### src/rtl/stopwatch_calc_display_ctrl.sv
// Mode/display controller: key edge decode, stopwatch/calculator mode FSM
// and one shared sequential double-dabble converter for three digit buses.
module stopwatch_calc_display_ctrl #(
    parameter int NDIG  = 4,
    parameter int OPDIG = 2,
    parameter int VAL_W = 32,
    parameter int LZB   = 1
) (
    input  logic               clk,
    input  logic               rst_n,
    input  logic [3:0]         key_code,
    input  logic               key_valid,
    input  logic [VAL_W-1:0]   sw_count,
    input  logic [VAL_W-1:0]   calc_result,
    input  logic               calc_neg,
    input  logic               calc_valid,
    input  logic [VAL_W-1:0]   op_a,
    input  logic [VAL_W-1:0]   op_b,
    output logic               mode,
    output logic [1:0]         sw_cmd,
    output logic [4*NDIG-1:0]  main_digits,
    output logic [4*OPDIG-1:0] opa_digits,
    output logic [4*OPDIG-1:0] opb_digits
);

    typedef enum logic {M_SW, M_CALC} mode_e;
    typedef enum logic [1:0] {SW_RUN = 2'd0, SW_HOLD = 2'd1, SW_CLR = 2'd2} cmd_e;
    typedef enum logic [1:0] {CV_IDLE, CV_LOAD, CV_SHIFT, CV_COMMIT} cv_e;
    typedef enum logic [1:0] {SL_MAIN, SL_A, SL_B} slot_e;

    function automatic logic [63:0] pow10(input int n);
        logic [63:0] r;
        r = 64'd1;
        for (int k = 0; k < n; k++) r = r * 64'd10;
        return r;
    endfunction

    localparam logic [63:0] P10_N   = pow10(NDIG);
    localparam logic [63:0] P10_NM1 = pow10(NDIG - 1);
    localparam logic [63:0] P10_OP  = pow10(OPDIG);
    localparam logic [3:0]  D_DASH  = 4'd10;
    localparam logic [3:0]  D_BLANK = 4'd11;
    localparam logic [4*NDIG-1:0]  BLANK_M = {NDIG{D_BLANK}};
    localparam logic [4*NDIG-1:0]  DASH_M  = {NDIG{D_DASH}};
    localparam logic [4*OPDIG-1:0] BLANK_O = {OPDIG{D_BLANK}};
    localparam int CNT_W = $clog2(VAL_W);
    localparam int MSD_W = $clog2(NDIG);

    logic             kv_q, kv_qq;
    logic [3:0]       kc_q;
    logic             ev;
    mode_e            mode_q, mode_d;
    cmd_e             cmd_q, cmd_d;
    logic             lap_q, lap_d;
    logic [VAL_W-1:0] snap_q, snap_d;
    logic             mode_sw;

    cv_e              cv_q, cv_d;
    slot_e            slot_q;
    logic [VAL_W-1:0] bin_q;
    logic [4*NDIG-1:0] bcd_q, bcd_nx, adj;
    logic [CNT_W-1:0] cnt_q;
    logic             c_neg, c_blank, c_ovf;
    logic [VAL_W-1:0] main_val, ld_val;
    logic [63:0]      ld_thr;
    logic             ld_neg, ld_blank;
    logic [4*NDIG-1:0] fmt;
    logic [MSD_W-1:0] msd;
    logic             nz;
    logic [4*NDIG-1:0]  main_q;
    logic [4*OPDIG-1:0] opa_q, opb_q;

    // Key edge detect on the registered level
    always_ff @(posedge clk or negedge rst_n) begin
        if (!rst_n) begin
            kv_q  <= 1'b0;
            kv_qq <= 1'b0;
            kc_q  <= 4'd0;
        end else begin
            kv_q  <= key_valid;
            kv_qq <= kv_q;
            kc_q  <= key_code;
        end
    end

    assign ev = kv_q & ~kv_qq;

    always_ff @(posedge clk or negedge rst_n) begin
        if (!rst_n) begin
            mode_q <= M_SW;
            cmd_q  <= SW_CLR;
            lap_q  <= 1'b0;
            snap_q <= '0;
        end else begin
            mode_q <= mode_d;
            cmd_q  <= cmd_d;
            lap_q  <= lap_d;
            snap_q <= snap_d;
        end
    end

    always_comb begin
        mode_d = mode_q;
        cmd_d  = cmd_q;
        lap_d  = lap_q;
        snap_d = snap_q;
        if (ev) begin
            if (mode_q == M_SW) begin
                unique case (1'b1)
                    (kc_q == 4'd14) || (kc_q == 4'd15): mode_d = M_CALC;
                    kc_q == 4'd13: begin
                        cmd_d = SW_RUN;
                        lap_d = 1'b0;
                    end
                    kc_q == 4'd12: cmd_d = SW_HOLD;
                    kc_q == 4'd11: begin
                        lap_d  = 1'b1;
                        snap_d = sw_count;
                    end
                    kc_q == 4'd10: begin
                        cmd_d  = SW_CLR;
                        lap_d  = 1'b0;
                        snap_d = '0;
                    end
                    default: ;
                endcase
            end else if (kc_q == 4'd13) begin
                mode_d = M_SW;
            end
        end
    end

    assign mode_sw  = (mode_d != mode_q);
    assign main_val = (mode_q == M_CALC) ? calc_result :
                      (lap_q ? snap_q : sw_count);

    always_comb begin
        cv_d = cv_q;
        unique case (cv_q)
            CV_IDLE:   cv_d = CV_LOAD;
            CV_LOAD:   cv_d = CV_SHIFT;
            CV_SHIFT:  if (cnt_q == CNT_W'(VAL_W - 1)) cv_d = CV_COMMIT;
            CV_COMMIT: cv_d = CV_LOAD;
            default:   cv_d = CV_IDLE;
        endcase
        if (mode_sw) cv_d = CV_LOAD;
    end

    always_comb begin
        ld_val   = main_val;
        ld_thr   = P10_N;
        ld_neg   = 1'b0;
        ld_blank = 1'b0;
        unique case (slot_q)
            SL_MAIN: begin
                if (mode_q == M_CALC) begin
                    ld_blank = ~calc_valid;
                    ld_neg   = calc_neg;
                    if (calc_neg) ld_thr = P10_NM1;
                end
            end
            SL_A: begin
                ld_val   = op_a;
                ld_thr   = P10_OP;
                ld_blank = (mode_q == M_SW);
            end
            SL_B: begin
                ld_val   = op_b;
                ld_thr   = P10_OP;
                ld_blank = (mode_q == M_SW);
            end
            default: ;
        endcase
    end

    // Add-3 on every digit >= 5, then shift in the next binary bit
    always_comb begin
        adj = bcd_q;
        for (int i = 0; i < NDIG; i++) begin
            if (bcd_q[4*i+:4] >= 4'd5) adj[4*i+:4] = bcd_q[4*i+:4] + 4'd3;
        end
        bcd_nx = {adj[4*NDIG-2:0], bin_q[VAL_W-1]};
    end

    always_comb begin
        fmt = bcd_q;
        msd = '0;
        nz  = |bcd_q;
        for (int i = 0; i < NDIG; i++) begin
            if (bcd_q[4*i+:4] != 4'd0) msd = MSD_W'(i);
        end
        for (int i = 0; i < NDIG; i++) begin
            if (LZB != 0 && i > int'(msd)) fmt[4*i+:4] = D_BLANK;
            if (c_neg && nz) begin
                if (LZB != 0 ? (i == int'(msd) + 1) : (i == NDIG - 1))
                    fmt[4*i+:4] = D_DASH;
            end
        end
        if (c_blank) fmt = BLANK_M;
        else if (c_ovf) fmt = DASH_M;
    end

    always_ff @(posedge clk or negedge rst_n) begin
        if (!rst_n) begin
            cv_q <= CV_IDLE;
        end else begin
            cv_q <= cv_d;
        end
    end

    always_ff @(posedge clk or negedge rst_n) begin
        if (!rst_n) begin
            slot_q  <= SL_MAIN;
            bin_q   <= '0;
            bcd_q   <= '0;
            cnt_q   <= '0;
            c_neg   <= 1'b0;
            c_blank <= 1'b0;
            c_ovf   <= 1'b0;
            main_q  <= BLANK_M;
            opa_q   <= BLANK_O;
            opb_q   <= BLANK_O;
        end else if (mode_sw) begin
            slot_q <= SL_MAIN;
            main_q <= BLANK_M;
            opa_q  <= BLANK_O;
            opb_q  <= BLANK_O;
        end else begin
            unique case (cv_q)
                CV_LOAD: begin
                    bin_q   <= ld_val;
                    bcd_q   <= '0;
                    cnt_q   <= '0;
                    c_neg   <= ld_neg;
                    c_blank <= ld_blank;
                    c_ovf   <= (64'(ld_val) >= ld_thr);
                end
                CV_SHIFT: begin
                    bin_q <= bin_q << 1;
                    bcd_q <= bcd_nx;
                    cnt_q <= cnt_q + CNT_W'(1);
                end
                CV_COMMIT: begin
                    unique case (slot_q)
                        SL_MAIN: begin
                            main_q <= fmt;
                            slot_q <= SL_A;
                        end
                        SL_A: begin
                            opa_q  <= fmt[4*OPDIG-1:0];
                            slot_q <= SL_B;
                        end
                        default: begin
                            opb_q  <= fmt[4*OPDIG-1:0];
                            slot_q <= SL_MAIN;
                        end
                    endcase
                end
                default: ;
            endcase
        end
    end

    assign mode        = mode_q;
    assign sw_cmd      = cmd_q;
    assign main_digits = main_q;
    assign opa_digits  = opa_q;
    assign opb_digits  = opb_q;

endmodule

### config.mk
export PLATFORM = sky130hd
export DESIGN_NAME = stopwatch_calc_display_ctrl
export DESIGN_NICKNAME = d
export VERILOG_FILES = /design/src/rtl/stopwatch_calc_display_ctrl.sv
export SDC_FILE = /design/constraint.sdc
export NUM_CORES = 1
export LEC_CHECK = 0
export CAP_MARGIN = 0
export CORE_ASPECT_RATIO = 0.5
export CORE_MARGIN = 4
export CORE_UTILIZATION = 45
export CTS_CLUSTER_SIZE = 40
export DETAILED_ROUTE_END_ITERATION = 16
export PLACE_DENSITY = 0.73
export SYNTH_ARGS = -nofsm -noshare
export SYNTH_HDL_FRONTEND = slang
export SYNTH_SLANG_ARGS = --single-unit
### constraint.sdc
create_clock -name clk -period 8 [get_ports clk]
set_input_delay 1.6 -clock clk [delete_from_list [all_inputs] [get_ports clk]]
set_output_delay 1.6 -clock clk [all_outputs]
set_load 0.02 [all_outputs]
==> results.txt, run 1 <==
The die width was 192.1 um; the antenna violation net count after detailed routing was 0. The floorplan step defined a die boundary enclosing 19,210 um^2. The number of antenna violations at the first check in global routing was 0; the setup fix buffers added after clock tree synthesis was 0. Of the cells placed in the final design, the portion with a size suffix greater than 1 is 7.847%. The run gives 0 as the antenna diode count.

The clock insertion delay at the later pin of the skew report is 0.42 ns, and the vertical die dimension is 100.0 um. For the depth of the CTS H-tree, the log shows 4. In this run the worst setup path begins at sw_count[6]. The initial core utilization was 46.27%; the area share of the largest cell type after synthesis was 35.78%. Clock root buffer: sky130_fd_sc_hd__clkbuf_16. The placed instances occupy a cell area of 9455 um^2.

The run gives 7622 um^2 as the area of the mapped netlist. Static timing analysis puts the maximum clock frequency at 254.6 MHz. The number of gates resized after CTS is 0, and the maximum clock path buffer count is 2. The total global routing overflow was 0.

The launching element type of the critical path is a primary input. For this run, the number of Yosys warnings is 0. Clock tree synthesis inserted a total of 17 buffers. The synthesized design contains 0 enable-type register cells. The tools report the number of global-route vias before repair as 6,655. The worst-margin pin slew works out to 0.9981 ns. The run finished with clean final reports. The first global-routing pass estimated 34.85 mm of wire.

The shortest period the worst path allows was 3.928 ns; the synthesized netlist net count was 1,062. The run gives 573 as the DRC marker count from the first detailed-route iteration. IR analysis of the VDD net gives a maximum drop of 220.5 uV.

During I/O placement, the number of pins put on the boundary was 172. Number of max-capacitance violations reported: 0. Setup repair after global routing left no endpoint under its margin.

The per-instance average area after synthesis was 8.507 um^2; the total negative slack for setup checks was 0 ns. The sequential share of the synthesized area was 44.40%. The largest area contributor in the netlist was sky130_fd_sc_hd__dfrtp_1. For the length of the first detailed-routing pass in iterations, the log shows 5.

Total track usage: 22.54%. The logs give 1,198 for the number of nets in the final layout and 33 for the number of standard-cell rows in the floorplan. Setup slack closes at 4.072 ns. The HPWL after detailed placement is 15.90 mm. Routability-driven placement finished with a final weighted congestion of 0.9609.

The final hold slack is 0.4232 ns, and the number of sinks driven by the clock tree is 134. For the number of failing hold endpoints at the final stage, the log shows 0. Counting every instance in the synthesized netlist gives 896. Of the available clock period, the critical path in the final layout requires 49.10%. The run gives 10,030 um^2 as the final non-filler cell area. Wires add up to 21.75 mm.

The maximum number of pins on one net before global-route repair is 70. During placement, the flow inserted port buffers numbering 171. For this block, the via count after detailed routing is 7,072.

The run gives 0.01294 ns as the worst clock skew on the final layout. By area the synthesized netlist is led by sky130_fd_sc_hd__dfrtp_1, sky130_fd_sc_hd__dfstp_2, sky130_fd_sc_hd__o21ai_0. The post-detailed-route DRC marker count was 0. The type of the worst setup path was primary input to flop. TritonCTS built the clock tree. The total power density per cell area is 333.3 nW/um^2. Setup violations remaining at the end of the flow were counted as 0. Counting distinct cell types in the post-synthesis netlist gives 49. The leakage power is 0.004188 uW, and the clock-pin transition on the worst setup and hold timing paths is 0.06 ns.

At the worst endpoint, the arrival time is 4.20 ns. The tightest min-delay check is of the flop to flop type. Synthesis inferred 134 register bits. Data on the critical path is required at its endpoint by 8.27 ns.

The core area came out at 16,470 um^2. The tools report the reg-to-reg startpoint as slot_q[0]$_DFFE_PN0P_. In this run the tightest slew margin relative to its limit is 33.46%.

The cts-stage hold buffer count was 0; the final number of max-transition violations was 0. After detailed routing, the average wire length per cell comes to 17.10 um. At the placement stage, the worst setup path has a slack of 3.666 ns.

The maximum fanout count along the critical path came out at 3. The startpoint identified for the worst hold timing path is kv_q$_DFF_PN0_. For this run, the leading register cell type out of synthesis is sky130_fd_sc_hd__dfrtp_1. After synthesis, the share of flip-flops with an asynchronous set or reset is 100.0%. The worst setup path is captured at a flop. The via count normalized by instance count was 5.560; the area overhead of the layout relative to synthesis was 31.61%.
==> layout make-up <==
cell class                      instances  area (um^2)
Sequential cell                       134         3387
Inverter                               19        71.32
Tap cell                              227        284.0
Timing Repair Buffer                  181         1784
Clock inverter                         15        151.4
Clock buffer                           17        425.4
Multi-Input combinational cell        679         3929
Fill cell                            1403         6442
==> synthesized netlist by cell type (all sizes together) (3+ instances only) <==
cell / instances
dfstp: 25
a21oi: 50
nor3: 27
mux2: 5
xnor2: 4
a31oi: 8
a211oi: 13
clkbuf: 60
a21o: 4
nand2: 171
buf: 4
ha: 29
nand2b: 8
nor4: 7
nand3: 26
a22o: 3
nor3b: 5
inv: 19
nand3b: 3
dfrtp: 109
o41ai: 5
nor2: 72
a22oi: 8
o21ai: 131
mux2i: 44
a221oi: 25
==> state kept, by name, summed over array words and instances (netlist names) <==
signal	count
bcd_q	16
bin_q	32
c_blank	1
c_neg	1
c_ovf	1
cnt_q	5
cv_q	2
kc_q	4
kv_q	1
kv_qq	1
lap_q	1
main_digits	16
mode	1
opa_digits	8
opb_digits	8
slot_q	2
snap_q	32
sw_cmd	2
==> kinds of logic after synthesis <==
family,count (synthesis),share of synthesized area [%]
buf+inv,83,4.137
compound gates,261,20.35
flops,134,44.40
fa+ha+maj,29,4.760
mux,49,6.517
simple gates,334,19.14
xor+xnor,6,0.6894
==> worst paths after layout <==
check / to / slack, ns / cells after the start
max: c_ovf$_DFFE_PN0P_ / 4.07 / 12
min in group asynchronous: opa_digits[6]$_DFFE_PN0P_ / 1.29 / 1
min reg2reg: kv_qq$_DFF_PN0_ / 0.42 / 0
max reg2reg: c_ovf$_DFFE_PN0P_ / 4.29 / 13
min: kv_qq$_DFF_PN0_ / 0.42 / 0
max in group asynchronous: mode$_DFF_PN0_ / 5.28 / 2
==> power by group <==
part / switching [uW] / leakage [uW] / internal [uW]
combinational: 973 / 0.00226 / 607
sequential: 132 / 0.00165 / 872
clock: 345 / 0.000277 / 415
==> worst max-delay path, cell delays in order <==
cell and delay, ns:
sky130_fd_sc_hd__clkdlybuf4s50_1 0.42, sky130_fd_sc_hd__mux2i_1 0.15, sky130_fd_sc_hd__nor2_1 0.10, sky130_fd_sc_hd__a211oi_1 0.23, sky130_fd_sc_hd__nor2_1 0.10, sky130_fd_sc_hd__ha_1 0.34
sky130_fd_sc_hd__a21oi_1 0.16, sky130_fd_sc_hd__nand2_1 0.07, sky130_fd_sc_hd__a221o_1 0.35, sky130_fd_sc_hd__o31a_1 0.29, sky130_fd_sc_hd__o41ai_1 0.24, sky130_fd_sc_hd__a32oi_1 0.15
==> layout by cell type (no fill, tap or decap), types with 3 or more instances in the layout <==
| cell | n |
|---|---|
| sky130_fd_sc_hd__nand2_1 | 171 |
| sky130_fd_sc_hd__clkdlybuf4s50_1 | 170 |
| sky130_fd_sc_hd__o21ai_0 | 131 |
| sky130_fd_sc_hd__dfrtp_1 | 107 |
| sky130_fd_sc_hd__nor2_1 | 72 |
| sky130_fd_sc_hd__a21oi_1 | 50 |
| sky130_fd_sc_hd__mux2i_1 | 44 |
| sky130_fd_sc_hd__ha_1 | 28 |
| sky130_fd_sc_hd__nor3_1 | 27 |
| sky130_fd_sc_hd__nand3_1 | 26 |
| sky130_fd_sc_hd__a221oi_1 | 25 |
| sky130_fd_sc_hd__dfstp_2 | 25 |
| sky130_fd_sc_hd__inv_1 | 19 |
| sky130_fd_sc_hd__clkbuf_16 | 17 |
| sky130_fd_sc_hd__a211oi_1 | 13 |
| sky130_fd_sc_hd__buf_4 | 11 |
| sky130_fd_sc_hd__a22oi_1 | 8 |
| sky130_fd_sc_hd__a31oi_1 | 8 |
| sky130_fd_sc_hd__nand2b_1 | 7 |
| sky130_fd_sc_hd__nor4_1 | 7 |
| sky130_fd_sc_hd__inv_6 | 6 |
| sky130_fd_sc_hd__mux2_2 | 5 |
| sky130_fd_sc_hd__nor3b_1 | 5 |
| sky130_fd_sc_hd__o41ai_1 | 5 |
| sky130_fd_sc_hd__a21o_1 | 4 |
| sky130_fd_sc_hd__xnor2_1 | 4 |
| sky130_fd_sc_hd__nand3b_1 | 3 |
| sky130_fd_sc_hd__a22o_1 | 3 |
| sky130_fd_sc_hd__inv_8 | 3 |
==> layer usage <==
metal | part of all wire [%] | track usage, % | routed length (um) | vias up
li1 | - | - | - | 3450
met2 | 45 | 34.36 | 9803 | 214
met1 | 49 | 34.05 | 10600 | 3380
met3 | 4.9 | 3.544 | 1067 | 28
met5 | 0 | 0 | 0 | -
met4 | 1.3 | 5.148 | 276 | 0
==> metrics by stage <==
stage	instances	utilization (%)	total power, uW
floorplan	896	-	2094
global placement	1240	57.39	2522
detailed placement	1240	57.39	2575
CTS	1272	60.89	3349
global route	1272	60.89	3606
finish	1272	60.89	3344
Note: power is estimated with default switching activity, not from simulation.
==> run 2, diff against run 1 <==
--- a/config.mk
+++ b/config.mk
@@ -11,7 +11,7 @@
 export CORE_UTILIZATION = 45
 export CTS_CLUSTER_SIZE = 40
 export DETAILED_ROUTE_END_ITERATION = 16
-export PLACE_DENSITY = 0.73
+export PLACE_DENSITY = 0.76
 export SYNTH_ARGS = -nofsm -noshare
 export SYNTH_HDL_FRONTEND = slang
 export SYNTH_SLANG_ARGS = --single-unit
==> constraint.sdc (replaced) <==
create_clock -name clk -period 3.5 [get_ports clk]
set_input_delay 0.7 -clock clk [delete_from_list [all_inputs] [get_ports clk]]
set_output_delay 0.7 -clock clk [all_outputs]
set_load 0.02 [all_outputs]
==> run 2 against run 1 <==
Effect of this change: final area up 1.4%; cell count grew 0.71%; setup slack worse by 3.8 ns; die area stayed put; non-clock buffer count is 9 higher; total power up 140%; sequential cell count did not move; combinational power is 140% higher; register-to-register slack got worse by 4.0 ns; critical path type is now flop to flop.
==> results.txt, run 2 (synthesis results as in run 1) <==
The initial core utilization was 46.27% (unchanged). The maximum fanout count along the critical path was 9 (was 3); the leakage power was 0.004258 uW (was 0.004188 uW). The combinational cell fraction of total power was 47.3% (about the same). The wire length reported by the detailed router is 22.15 mm (was 21.75 mm), and the setup fix buffers added after clock tree synthesis is 0 (unchanged).

The placed wire-length estimate after detailed placement was 16.30 mm (was 15.90 mm); the utilization after layout was 61.74% (was 60.89%). The number of failing hold endpoints at the final stage was 0 (unchanged). The run gives 0 (unchanged) as the post-detailed-route DRC marker count. The DRC marker count from the first detailed-route iteration was 636 (was 573). The run gives 0 (unchanged) as the final number of max-transition violations.

The run gives 1,207 (was 1,198) as the number of nets in the final layout. The worst hold-check path type was primary input to asynchronous set/reset pin (was flop to flop). The worst-case register-to-register setup slack was 0.25 ns (was 4.29 ns); the delay of the slowest cell on the worst path was 0.48 ns (was 0.42 ns).

The total negative slack for setup checks is 0 ns (unchanged). Clock root buffer: sky130_fd_sc_hd__clkbuf_16 (unchanged). Commonest cells after routing, fill and taps aside: sky130_fd_sc_hd__nand2_1, sky130_fd_sc_hd__clkdlybuf4s50_1, sky130_fd_sc_hd__o21ai_0, sky130_fd_sc_hd__dfrtp_1, sky130_fd_sc_hd__nor2_1 (unchanged). The number of cells on the worst reg-to-reg path was 12 (was 13).

The maximum number of pins on one net before global-route repair is 68 (was 70), and the clock insertion delay at the later pin of the skew report is 0.42 ns (about the same). The total track usage came out at 23.05% (was 22.54%). Cell-by-cell trace of the critical path: inv_1, ha_1, inv_1, a221oi_1, nor2_1, ha_1, a21oi_1, nand2_1, a221o_1, o31a_1, o41ai_1, a32oi_1 (was clkdlybuf4s50_1, mux2i_1, nor2_1, a211oi_1, nor2_1, ha_1, a21oi_1, nand2_1, a221o_1, o31a_1, o41ai_1, a32oi_1). For the peak supply drop, the log shows 487.3 uV (was 220.5 uV). For the depth of the CTS H-tree, the log shows 4 (unchanged). The number of standard-cell rows in the floorplan came out at 33 (unchanged).

The number of gates resized after CTS was 0 (unchanged). For the detailed-route via count, the log shows 7,125 (was 7,072). The cell with the largest stage delay on the worst path is sky130_fd_sc_hd__ha_1 (was sky130_fd_sc_hd__clkdlybuf4s50_1).

The launching element type of the critical path was a flop (was a primary input). Cts-stage hold buffer count: 0 (unchanged). For the sequential cell fraction of total power, the log shows 28.7% (was 30.0%). Area overhead of the layout relative to synthesis: 33.44% (was 31.61%).

The number of global-route vias before repair came out at 6,807 (was 6,655). Placed instance area: 9548 um^2 (was 9455 um^2). Static timing analysis puts the maximum clock frequency at 307.3 MHz. The tools report the sort of element at the end of the critical path as a flop (unchanged). The data required time of the worst path came out at 3.79 ns (was 8.27 ns). Average routed wire per standard cell: 17.29 um (was 17.10 um).

The number of filler instances in the final layout was 1,364 (was 1,403). The total power density per cell area was 776.9 nW/um^2 (was 333.3 nW/um^2); the worst clock skew on the final layout was 0.008033 ns (was 0.01294 ns). The final hold slack was 0.2975 ns (was 0.4232 ns); the fraction of final layout cells sized beyond drive strength 1 was 8.634% (was 7.847%). The first-pass GRT wire length is 35.21 mm (was 34.85 mm). The maximum clock path buffer count was 2 (unchanged); the last weighted congestion value of the routability-driven placer was 0.9212 (was 0.9609). Number of antenna violations at the first check in global routing: 0 (unchanged).

The tools report the internal power component as 4621 uW (was 1894 uW). Largest registers: bin_q: 32 flops, snap_q: 32 flops (unchanged). Number of buffers inserted by port buffering: 171 (unchanged).

The worst-margin pin slew is 1.104 ns (was 0.9981 ns), and the antenna diode count is 0 (unchanged). The number of sinks driven by the clock tree is 134 (unchanged). The core area is 16,470 um^2 (unchanged), and the antenna violation net count after detailed routing is 0 (unchanged).

Total global routing overflow: 0 (unchanged). The flow ran to the end, and the final reports show no timing, DRC or antenna violations. The share of power burned in the clock network is 24.0% (was 22.7%). Leading cell type in the layout, fill and taps excluded: sky130_fd_sc_hd__nand2_1 (unchanged).

For the total I/O pin count, the log shows 172 (unchanged). The end of the worst register-to-register path was c_ovf$_DFFE_PN0P_ (unchanged). The die width is 192.1 um (unchanged). After layout, the worst path uses 92.99% of the clock period.

Net switching component of the power: 3280 uW (was 1450 uW). Type of the worst setup path: flop to flop (was primary input to flop). Length of the first detailed-routing pass in iterations: 5 (unchanged). TritonCTS built the clock tree.

The number of max-capacitance violations reported came out at 0 (unchanged). The overall die area is 19,210 um^2 (unchanged), and the fraction of power spent switching nets is 41.51% (was 43.37%). The vertical die dimension works out to 100.0 um (unchanged). Setup repair after global routing left no endpoint under its margin. The clock-pin transition on the worst setup and hold timing paths works out to 0.06 ns (about the same). The run gives 26.38% (was 33.46%) as the tightest slew margin relative to the limit.

The reg-to-reg startpoint is slot_q[0]$_DFFE_PN0P_ (unchanged). The shortest period the worst path allows was 3.255 ns. The tools report the arrival time of the worst setup path as 3.54 ns (was 4.20 ns). Number of setup violations in the final report: 0 (unchanged).

The total clock buffers created by CTS was 17 (unchanged). The final non-filler cell area was 10,170 um^2 (was 10,030 um^2); the via count normalized by instance count was 5.562 (was 5.560).
==> run 2: worst max path at each step <==
stage,from,to,slack (ns),cells after the start
finish,slot_q[0]$_DFFE_PN0P_,c_ovf$_DFFE_PN0P_,0.25,12
global route,slot_q[0]$_DFFE_PN0P_,c_ovf$_DFFE_PN0P_,0.12,12
CTS,slot_q[0]$_DFFE_PN0P_,c_ovf$_DFFE_PN0P_,0.26,12
detailed placement,sw_count[6],c_ovf$_DFFE_PN0P_,0.04,12
global placement,sw_count[6],c_ovf$_DFFE_PN0P_,0.05,12
floorplan,slot_q[0]$_DFFE_PN0P_,c_ovf$_DFFE_PN0P_,0.23,15
==> run 2: area by class of cell <==
cell class,instances,area (um^2),area share (%)
inverters,19,71.32,0.7012
flip-flops and latches,134,3387,33.30
well taps,227,284.0,2.792
repair buffers,190,1877,18.45
clock inverters,13,170.2,1.673
multi-input cells,679,3929,38.63
clock buffers,19,452.9,4.453
==> run 2: power by group through the flow <==
stage | clock (uW) | sequential (uW) | combinational [uW]
final | 1890 | 2270 | 3740
after global routing | 1990 | 2310 | 4160
after CTS | 1920 | 2260 | 3700
after detailed placement | 0 | 2280 | 3670
after global placement | 0 | 2260 | 3560
after floorplan | 0 | 2260 | 2520
==> run 2: routing by layer <==
layer	share of wire (%)	track usage (%)
met1	47	33.50
met2	46	36.34
met3	5.1	4.448
met4	1.1	4.765
met5	0	0
==> run 2: critical path, delay by kind of cell (launching register included) <==
family | cells | cell delay, ns
flip-flops | 1 | 0.38
AO/OA/AOI/OAI | 6 | 1.49
buffers and inverters | 2 | 0.25
adder cells (fa/ha/maj) | 2 | 0.82
AND/OR/NAND/NOR | 2 | 0.18
==> run 2: stage by stage <==
step / power [uW] / setup WS, ns / instances
after floorplan: 4786 / 0.2349 / 896
after global placement: 5820 / 0.05171 / 1249
after detailed placement: 5952 / 0.03691 / 1249
after CTS: 7889 / 0.2618 / 1281
after global routing: 8459 / 0.1203 / 1281
final: 7901 / 0.2453 / 1281
